**src/rtl/pov_frame_mapper_if.sv**
```systemverilog
// Pixel request / texture ROM / pixel response bus of the POV frame mapper.
interface pov_frame_mapper_if #(
  parameter int PX_BITS    = 6,
  parameter int THETA_BITS = 6,
  parameter int ADDR_BITS  = 17
);
  logic                  px_req;
  logic [PX_BITS-1:0]    px_num;
  logic [THETA_BITS-1:0] theta;
  logic [THETA_BITS-1:0] col_offset;
  logic [ADDR_BITS-1:0]  rom_addr;
  logic [23:0]           rom_data;
  logic [23:0]           pixel_out;
  logic                  pixel_valid;

  modport slave (
    input  px_req, px_num, theta, col_offset, rom_data,
    output rom_addr, pixel_out, pixel_valid
  );

  modport master (
    output px_req, px_num, theta, col_offset, rom_data,
    input  rom_addr, pixel_out, pixel_valid
  );
endinterface

```
**src/rtl/pov_frame_mapper.sv**
```systemverilog
// Animated POV texture mapper: frame timer/sequencer plus a 3-stage
// request -> ROM address -> adjusted GRB pixel pipeline.
module pov_frame_mapper #(
  parameter int LED_COUNT        = 52,
  parameter int PX_BITS          = 6,
  parameter int THETA_BITS       = 6,
  parameter int NUM_FRAMES       = 30,
  parameter int CYCLES_PER_FRAME = 6666667,
  parameter int ADDR_BITS        = 17
) (
  input  logic       clk,
  input  logic       reset,
  input  logic [1:0] mode,
  input  logic       pause,
  input  logic       step,
  input  logic [1:0] brightness,
  input  logic       invert,
  output logic [7:0] frame_idx,
  output logic       frame_tick,
  pov_frame_mapper_if.slave bus
);
  localparam int TEX_WIDTH = 1 << THETA_BITS;
  localparam int CNT_W     = $clog2(CYCLES_PER_FRAME);
  localparam int STAGES    = 2;

  localparam logic [CNT_W-1:0]     LAST_CNT  = CNT_W'(CYCLES_PER_FRAME - 1);
  localparam logic [7:0]           LAST_IDX  = 8'(NUM_FRAMES - 1);
  localparam logic [ADDR_BITS-1:0] FRAME_SZ  = ADDR_BITS'(TEX_WIDTH * LED_COUNT);
  localparam logic [ADDR_BITS-1:0] LAST_BASE = ADDR_BITS'((NUM_FRAMES - 1) * TEX_WIDTH * LED_COUNT);

  typedef enum logic {DIR_UP, DIR_DN} dir_t;

  logic [CNT_W-1:0]     cnt;
  logic                 adv;
  dir_t                 dir, dir_nxt;
  logic [7:0]           idx_nxt;
  logic [ADDR_BITS-1:0] frame_base, base_nxt;

  // A paused timer only moves on an explicit step; a running one ignores step.
  assign adv = pause ? step : (cnt == LAST_CNT);

  always_ff @(posedge clk) begin
    if (reset) begin
      cnt        <= '0;
      frame_tick <= 1'b0;
      frame_idx  <= '0;
      frame_base <= '0;
      dir        <= DIR_UP;
    end else begin
      frame_tick <= adv;
      if (adv)        cnt <= '0;
      else if (!pause) cnt <= cnt + 1'b1;
      frame_idx  <= idx_nxt;
      frame_base <= base_nxt;
      dir        <= dir_nxt;
    end
  end

  // Base address tracks frame_idx by +/- one frame size or a constant reload.
  always_comb begin
    idx_nxt  = frame_idx;
    base_nxt = frame_base;
    dir_nxt  = dir;
    if (adv && NUM_FRAMES > 1) begin
      case (mode)
        2'd0: begin
          if (frame_idx == LAST_IDX) begin
            idx_nxt  = '0;
            base_nxt = '0;
          end else begin
            idx_nxt  = frame_idx + 8'd1;
            base_nxt = frame_base + FRAME_SZ;
          end
        end
        2'd1: begin
          if (frame_idx == '0) begin
            idx_nxt  = LAST_IDX;
            base_nxt = LAST_BASE;
          end else begin
            idx_nxt  = frame_idx - 8'd1;
            base_nxt = frame_base - FRAME_SZ;
          end
        end
        2'd2: begin
          if ((dir == DIR_UP && frame_idx != LAST_IDX) ||
              (dir == DIR_DN && frame_idx == '0)) begin
            idx_nxt  = frame_idx + 8'd1;
            base_nxt = frame_base + FRAME_SZ;
          end else begin
            idx_nxt  = frame_idx - 8'd1;
            base_nxt = frame_base - FRAME_SZ;
          end
          if (dir == DIR_UP && frame_idx == LAST_IDX) dir_nxt = DIR_DN;
          if (dir == DIR_DN && frame_idx == '0)       dir_nxt = DIR_UP;
        end
        default: ;
      endcase
    end
  end

  // Pixel pipeline
  logic [THETA_BITS-1:0] col;
  logic                  oob;
  logic [ADDR_BITS-1:0]  addr_calc;
  logic [ADDR_BITS-1:0]  rom_addr_q;
  logic [23:0]           pix_q, pix_adj;
  logic [STAGES:0]       vld_pipe;
  logic [STAGES-1:0]     oob_pipe;
  logic [7:0]            inv_mask;

  assign col       = bus.theta + bus.col_offset;
  assign oob       = {1'b0, bus.px_num} >= (PX_BITS+1)'(LED_COUNT);
  assign addr_calc = frame_base + ADDR_BITS'({bus.px_num, col});
  assign inv_mask  = {8{invert}};
  assign pix_adj   = {(bus.rom_data[23:16] >> brightness) ^ inv_mask,
                      (bus.rom_data[15:8]  >> brightness) ^ inv_mask,
                      (bus.rom_data[7:0]   >> brightness) ^ inv_mask};

  always_ff @(posedge clk) begin
    if (reset) begin
      vld_pipe   <= '0;
      oob_pipe   <= '0;
      rom_addr_q <= '0;
      pix_q      <= '0;
    end else begin
      vld_pipe <= {vld_pipe[STAGES-1:0], bus.px_req};
      oob_pipe <= {oob_pipe[STAGES-2:0], oob};
      if (bus.px_req && !oob) rom_addr_q <= addr_calc;
      // rom_data and the adjust controls are both sampled in the cycle after rom_addr
      if (vld_pipe[STAGES-1]) pix_q <= oob_pipe[STAGES-1] ? 24'h000000 : pix_adj;
    end
  end

  assign bus.rom_addr    = rom_addr_q;
  assign bus.pixel_out   = pix_q;
  assign bus.pixel_valid = vld_pipe[STAGES];
endmodule
```
**src/flat_wrapper.sv**
```systemverilog
// flat-port wrapper written by rule: the top's interface ports become plain ports
module pov_frame_mapper_flat 
#(
  parameter int LED_COUNT        = 52,
  parameter int PX_BITS          = 6,
  parameter int THETA_BITS       = 6,
  parameter int NUM_FRAMES       = 30,
  parameter int CYCLES_PER_FRAME = 6666667,
  parameter int ADDR_BITS        = 17
)
  (clk, reset, mode, pause, step, brightness, invert, frame_idx, frame_tick, bus_px_req, bus_px_num, bus_theta, bus_col_offset, bus_rom_data, bus_rom_addr, bus_pixel_out, bus_pixel_valid);
  pov_frame_mapper_if #(.PX_BITS(PX_BITS), .THETA_BITS(THETA_BITS), .ADDR_BITS(ADDR_BITS)) bus_i ();
  input  logic clk;
  input  logic reset;
  input  logic [1:0] mode;
  input  logic pause;
  input  logic step;
  input  logic [1:0] brightness;
  input  logic invert;
  output logic [7:0] frame_idx;
  output logic frame_tick;
  input wire logic [$bits(bus_i.px_req)-1:0] bus_px_req;
  input wire logic [$bits(bus_i.px_num)-1:0] bus_px_num;
  input wire logic [$bits(bus_i.theta)-1:0] bus_theta;
  input wire logic [$bits(bus_i.col_offset)-1:0] bus_col_offset;
  input wire logic [$bits(bus_i.rom_data)-1:0] bus_rom_data;
  output wire logic [$bits(bus_i.rom_addr)-1:0] bus_rom_addr;
  output wire logic [$bits(bus_i.pixel_out)-1:0] bus_pixel_out;
  output wire logic [$bits(bus_i.pixel_valid)-1:0] bus_pixel_valid;
  assign bus_i.px_req = bus_px_req;
  assign bus_i.px_num = bus_px_num;
  assign bus_i.theta = bus_theta;
  assign bus_i.col_offset = bus_col_offset;
  assign bus_i.rom_data = bus_rom_data;
  assign bus_rom_addr = bus_i.rom_addr;
  assign bus_pixel_out = bus_i.pixel_out;
  assign bus_pixel_valid = bus_i.pixel_valid;
  pov_frame_mapper #(.LED_COUNT(LED_COUNT), .PX_BITS(PX_BITS), .THETA_BITS(THETA_BITS), .NUM_FRAMES(NUM_FRAMES), .CYCLES_PER_FRAME(CYCLES_PER_FRAME), .ADDR_BITS(ADDR_BITS)) u_core (.clk(clk), .reset(reset), .mode(mode), .pause(pause), .step(step), .brightness(brightness), .invert(invert), .frame_idx(frame_idx), .frame_tick(frame_tick), .bus(bus_i));
endmodule
```
**config.mk**
```make
export PLATFORM = sky130hd
export DESIGN_NAME = pov_frame_mapper_flat
export DESIGN_NICKNAME = d
export VERILOG_FILES = /design/src/rtl/pov_frame_mapper_if.sv /design/src/rtl/pov_frame_mapper.sv /design/src/flat_wrapper.sv
export SDC_FILE = /design/constraint.sdc
export NUM_CORES = 1
export LEC_CHECK = 0
export BUFFER_PORTS_ARGS = -buffer_cell sky130_fd_sc_hd__clkbuf_2
export CAP_MARGIN = 20
export CORE_AREA = 3 3 156 158
export CTS_BUF_LIST = sky130_fd_sc_hd__clkbuf_16
export CTS_CLUSTER_DIAMETER = 80
export DETAILED_ROUTE_END_ITERATION = 10
export DIE_AREA = 0 0 159 161
export PLACE_DENSITY = 0.51
export SLEW_MARGIN = 15
export SYNTH_ARGS = -nofsm -noshare
export SYNTH_HDL_FRONTEND = slang
export SYNTH_SLANG_ARGS = --single-unit
export TNS_END_PERCENT = 5
```
**constraint.sdc**
```tcl
create_clock -name clk -period 6 [get_ports clk]
set_input_delay 0.6 -clock clk [delete_from_list [all_inputs] [get_ports clk]]
set_output_delay 0.6 -clock clk [all_outputs]
set_load 0.02 [all_outputs]
```
; ---- Yosys cells after proc, flatten, opt, wreduce, memory -nomap -nowiden
; Cells that the tools add are included.
[totals]
reg_bits = 96
out_inout_bits = 51
[op_classes]
addsub = 7
n_lt_le_gt_ge = 1
eq_ne = 5
shifts = 3
n_mux = 12
bitwise_logic = 4
reduce_logical = 13
[ops]
columns = operator, n
row1 = two-way mux 17 bit, 3
row2 = one-hot mux 17 bit (3 select lines), 1
row3 = two-way mux 24 bit, 1
row4 = two-way mux 8 bit, 3
row5 = one-hot mux 8 bit (3 select lines), 1
row6 = right shift 8 x 2 -> 8 bit, 3
row7 = bitwise XOR 8 bit, 3
row8 = adder 23 x 1 -> 23 bit (second input constant), 1
row9 = == test 23 bit (second input constant), 1
row10 = adder 17 x 12 -> 17 bit, 1
row11 = adder 17 x 12 -> 17 bit (second input constant), 1
row12 = subtractor 17 x 12 -> 17 bit (second input constant), 1
row13 = adder 8 x 1 -> 8 bit (second input constant), 1
row14 = == test 8 x 5 -> 1 bit (second input constant), 1
row15 = zero test 8 bit, 1
row16 = inequality test 8 x 5 -> 1 bit (second input constant), 1
row17 = subtractor 8 x 1 -> 8 bit (second input constant), 1
row18 = adder 6 bit, 1
row19 = greater-or-equal comparator 6 bit (second input constant), 1
row20 = logical AND 1 bit, 4
row21 = two-way mux 1 bit, 3
row22 = AND reduction 3 bit, 1
row23 = nonzero test 3 bit, 1
row24 = == test 2 x 1 -> 1 bit (second input constant), 1
row25 = 8 further kinds, 8

; ---- Longest topological paths before layout
[logic_depth]
word_depth = 5
depth_mapped = 11

; ---- Worst setup path after synthesis
; No wires, ideal clock.
[synth_timing]
kind = input to register
start = input brightness[0]
end = register u_core.pix_q[2] (netlist: u_core.bus.pixel_out[2])
setup_ps = 128
arrival_time_ps = 2387
path_slack_ps = 3485
path_stages = 6
n_path_buf = 2
cell_sequence = clkbuf_1 -> buf_1 -> mux4_2 -> xor2_1 -> a21oi_1 -> nor2_1
[synth_between]
elab_chain_len = 3
[synth_lines]
columns = item, line_no
row1 = "start, declared", flat_wrapper.sv:18  ; input logic [1:0] brightness;
row2 = right shift 8 x 2 -> 8 bit, pov_frame_mapper.sv:117  ; (bus.rom_data[7:0] >> brightness) ^ inv_mask};
row3 = bitwise XOR 8 bit, pov_frame_mapper.sv:117
row4 = two-way mux 24 bit, pov_frame_mapper.sv:130  ; if (vld_pipe[STAGES-1]) pix_q <= oob_pipe[STAGES-1] ? 24'h000000 : pix_adj;
row5 = "end signal, assigned", pov_frame_mapper.sv:130
row6 = "end, declared", pov_frame_mapper.sv:106  ; logic [23:0] pix_q, pix_adj;
; Every way passes these cells.
; A chain may end at the register's enable or synchronous reset.

; ---- Worst setup path after layout
[layout_timing]
start = register u_core.frame_idx[0]
end = register u_core.frame_idx[1]
[layout_between]
elab_chain_len = 5
word_cells_on_any_way = 12
[layout_lines]
columns = item, line_no
row1 = "start, declared", pov_frame_mapper.sv:18  ; output logic [7:0] frame_idx,
row2 = "start signal, assigned", pov_frame_mapper.sv:53  ; frame_idx <= idx_nxt;
row3 = branches (longest 4 deep; another with subtractor 8 x 1 -> 8 bit), --
row4 = one-hot mux 8 bit (3 select lines) *, pov_frame_mapper.sv:65  ; case (mode)
; Mark *: on every way between the ends.

==> summary.txt <==
Status
  • Status: complete, no violations

STA
  • Minimum clock period: 2980 ps
  • Setup TNS: 0 ps
  • Count of final hold-check violations: 0
  • Fmax achieved: 336 MHz
  • Unrepaired setup endpoints after global routing: no
  • Finish-stage setup viols: 0
  • Fin crit share: 0.496
  • Slew headroom: 0.361
  • Slew Viols, Final: 0
  • Worst Skew: 11.6 ps
  • Measured slew at the worst slew-check pin: 957 ps

Layout
  • Layout Nets: 856
  • Final core area utilization: 0.290
  • Ant diodes: 0
  • Share of layout cells above drive strength 1: 0.178
  • # fillers: 2566
  • Area delta synth->final: 18.1%

Worst setup path
  • WP data required: 6230 ps
  • Worst flop-to-flop path startpoint: u_core.frame_idx[0]
  • Reg2Reg Setup Slack: 3020 ps
  • Critical Path Source: u_core.frame_idx[0]
  • Worst-case reg-to-reg path depth: 8
  • Crit path launch type: flop
  • CP max FO: 10
  • Worst EP arrival: 3200 ps
  • Critical path class: reg2reg
  • Worst r2r dst: u_core.frame_idx[1]
  • Worst Setup End Kind: flop
  • CP Capture Point: u_core.frame_idx[1]

Synth
  • Netlist Area Pre-Place: 5710 um2
  • Yosys top cell area share: 0.309
  • Area leader, netlist: dfxtp_1
  • Post-Synthesis Cells: 716
  • Ys flop type: dfxtp_1
  • Largest cells by area after synthesis: dfxtp_1 (31%), nor2_1 (6.8%), a21oi_1 (6.1%)
  • Number of flops mapped to enable cells by yosys: 0
  • Mean post-synth cell area: 7.97 um2
  • Seq/Total Area, Yosys: 0.309
  • Synth warn: 0
  • Yosys reg bits: 88
  • Cell variety after synth: 64
  • Mapped Nets: 789
  • Asr flop ratio synth: 0

GRT
  • Vias in the first global route: 4780
  • Pin count of the biggest net entering global routing: 66
  • Total GRT Usage: 0.114
  • Initial antenna violation count: 0
  • Global-route wire length before repair: 24400 um
  • Grt total ovfl: 0

Clocking
  • Hold buffers post-CTS: 0
  • Post-CTS sizing: 0
  • # H-tree levels: 3
  • Max Root-Sink Buffers: 2
  • CTS buffer count: 9
  • Worst skew pair latency: 350 ps
  • CTS tree: done
  • Clock root cell: clkbuf_16
  • Setup bufs post-CTS: 0
  • Clk sink count: 88
  • Clk slew on worst S/H paths: 60 ps

Pwr
  • Clock Power Share: 0.380
  • Leak: 2.73 nW
  • Internal Power: 1.04 mW
  • Cell area power density: 219 nW/um2
  • Part of the power in registers: 0.425
  • Switching share of total power: 0.295
  • VDD IR max: 0.124 mV
  • Switching pwr: 0.437 mW
  • Logic gate share of total power: 0.195

Floorplan
  • Row count: 56
  • Core Box Area: 23300 um2
  • Die extent in y: 161 um
  • Die area: 25600 um2
  • Width of the die: 159 um
  • I/O pin count: 103
  • Initial core utilization: 0.245

Drt
  • DRC Markers: 0
  • 1st-iter DRT viols: 311
  • WL/cell: 13.6 um
  • Vias/cell: 4.68
  • DR vias: 5168
  • Detailed Routing Iterations Pass 1: 5
  • Post-Route WL: 15000 um
  • Final ANT Viol Nets: 0

Placement
  • I/O Buffers: 102
  • Routability cong.: 0.826
  • Post-DP HPWL: 10600 um

Run
  • Max-cap violations: 0

Hold path
  • Hold WC Path Type: reg2reg
-- per-layer routing --
metal	GRT usage	vias to the layer above	part of all wire
met5	0	-	0
met4	0.0275	0	0.0090
met3	0.0290	11	0.051
met2	0.175	112	0.43
met1	0.162	2374	0.51
li1	-	2671	-
-- synthesized netlist by cell type (2+ instances only) --
library cell,n
o21ai_0,24
a311oi_1,3
clkbuf_1,42
nand3_1,22
and3_1,8
and2_1,7
a31oi_1,5
o31ai_1,2
o22ai_1,8
buf_1,7
o211ai_1,2
nor3_1,14
nand2b_1,5
xnor2_1,20
dfxtp_1,88
ha_1,20
a21oi_1,70
nor4b_1,2
mux4_2,12
o21a_1,2
o211a_1,2
nand4_1,11
or4_4,2
or2_2,2
xor2_1,39
inv_1,11
nor2b_1,39
or3_1,9
nor3b_1,4
nand3b_1,3
nor2_1,104
nand4b_1,2
o32ai_1,2
o21bai_1,2
nor4_1,10
nand2_1,47
o2bb2ai_1,2
a211oi_1,20
and4_1,3
a21o_1,3
mux2i_1,13
-- power groups by stage --
| stage | clock network [mW] | registers (mW) | logic, mW |
|---|---|---|---|
| 6_report | 0.563 | 0.628 | 0.289 |
| 5_1_grt | 0.610 | 0.632 | 0.323 |
| 4_1_cts | 0.590 | 0.628 | 0.290 |
| 3_5_place_dp | 0 | 0.642 | 0.288 |
| 3_3_place_gp | 0 | 0.641 | 0.289 |
| 2_1_floorplan | 0 | 0.652 | 0.197 |
-- per-stage QoR --
step                      instance area [um2]  hold WS [ps]  instances  worst slack [ps]  total power [mW]
final                                    6740           433       1105              3020              1.48
after global routing                     6740           458       1105              2850              1.57
after CTS                                6740           436       1105              3120              1.51
after detailed placement                 6460           420       1091              3050             0.930
after global placement                   6460           418       1091              3090             0.930
after floorplan                          5710           414        716              3490             0.849
-- worst max-delay path, cell delays in order, from the launching register on --
cell and delay [ps]:
dfxtp_1 410, inv_1 120, ha_1 260, nor4b_1 560, nand3_1 320, a32oi_1 760, mux2i_1 180, a21oi_1 210
nor2_1 50
-- cells by family after synthesis --
logic type,Yosys count,synth area share
AND/OR/NAND/NOR,298,0.261
AO/OA/AOI/OAI,162,0.178
flip-flops,88,0.309
buffers and inverters,61,0.0403
XOR/XNOR,60,0.0934
multiplexers,25,0.0702
adder cells (fa/ha/maj),21,0.0474
other,1,0.000657
-- worst min path at each step --
stage                        from            endpoint  slack [ps]  cells after the start
2_1_floorplan  u_core.oob_pipe[0]  u_core.oob_pipe[1]         410                      1
3_3_place_gp   u_core.vld_pipe[0]  u_core.vld_pipe[1]         420                      1
3_5_place_dp   u_core.vld_pipe[0]  u_core.vld_pipe[1]         420                      1
4_1_cts        u_core.vld_pipe[0]  u_core.vld_pipe[1]         440                      1
5_1_grt        u_core.vld_pipe[0]  u_core.vld_pipe[1]         460                      1
6_report       u_core.vld_pipe[0]  u_core.vld_pipe[1]         430                      1
-- state kept, by name, summed over array words and instances, names as in the netlist --
signal,cells
u_core.bus.pixel_out,24
u_core.bus.rom_addr,17
u_core.cnt,23
u_core.dir,1
u_core.frame_base,9
u_core.frame_idx,8
u_core.frame_tick,1
u_core.oob_pipe,2
u_core.vld_pipe,3
-- layout make-up --
type                       instances  area, um2  share of cell area
multi-input combinational        567       3710               0.551
sequential                        88       1760               0.261
timing repair buffer             106        541              0.0802
tap                              319        399              0.0592
clock buffer                       9        225              0.0334
clock inverter                     5       58.8             0.00872
inverter                          11       41.3             0.00612
-- placed cells by master, fill, tap and decap left out, drive strengths merged, types with 3 or more instances in the layout --
master	count
nand2b	5
a211oi	21
and4	3
o211ai	3
and3	8
or3	9
a31oi	5
inv	13
nor2	104
clkbuf	111
o22ai	8
nand4	11
buf	4
o21ai	25
a21o	3
nor2b	39
a21oi	70
nor3	14
mux4	12
xor2	40
nor4	10
nor3b	4
xnor2	20
and2	7
a311oi	3
nand3b	3
nand2	47
dfxtp	88
ha	20
nand3	22
mux2i	13
(Power assumes the default switching activity.)
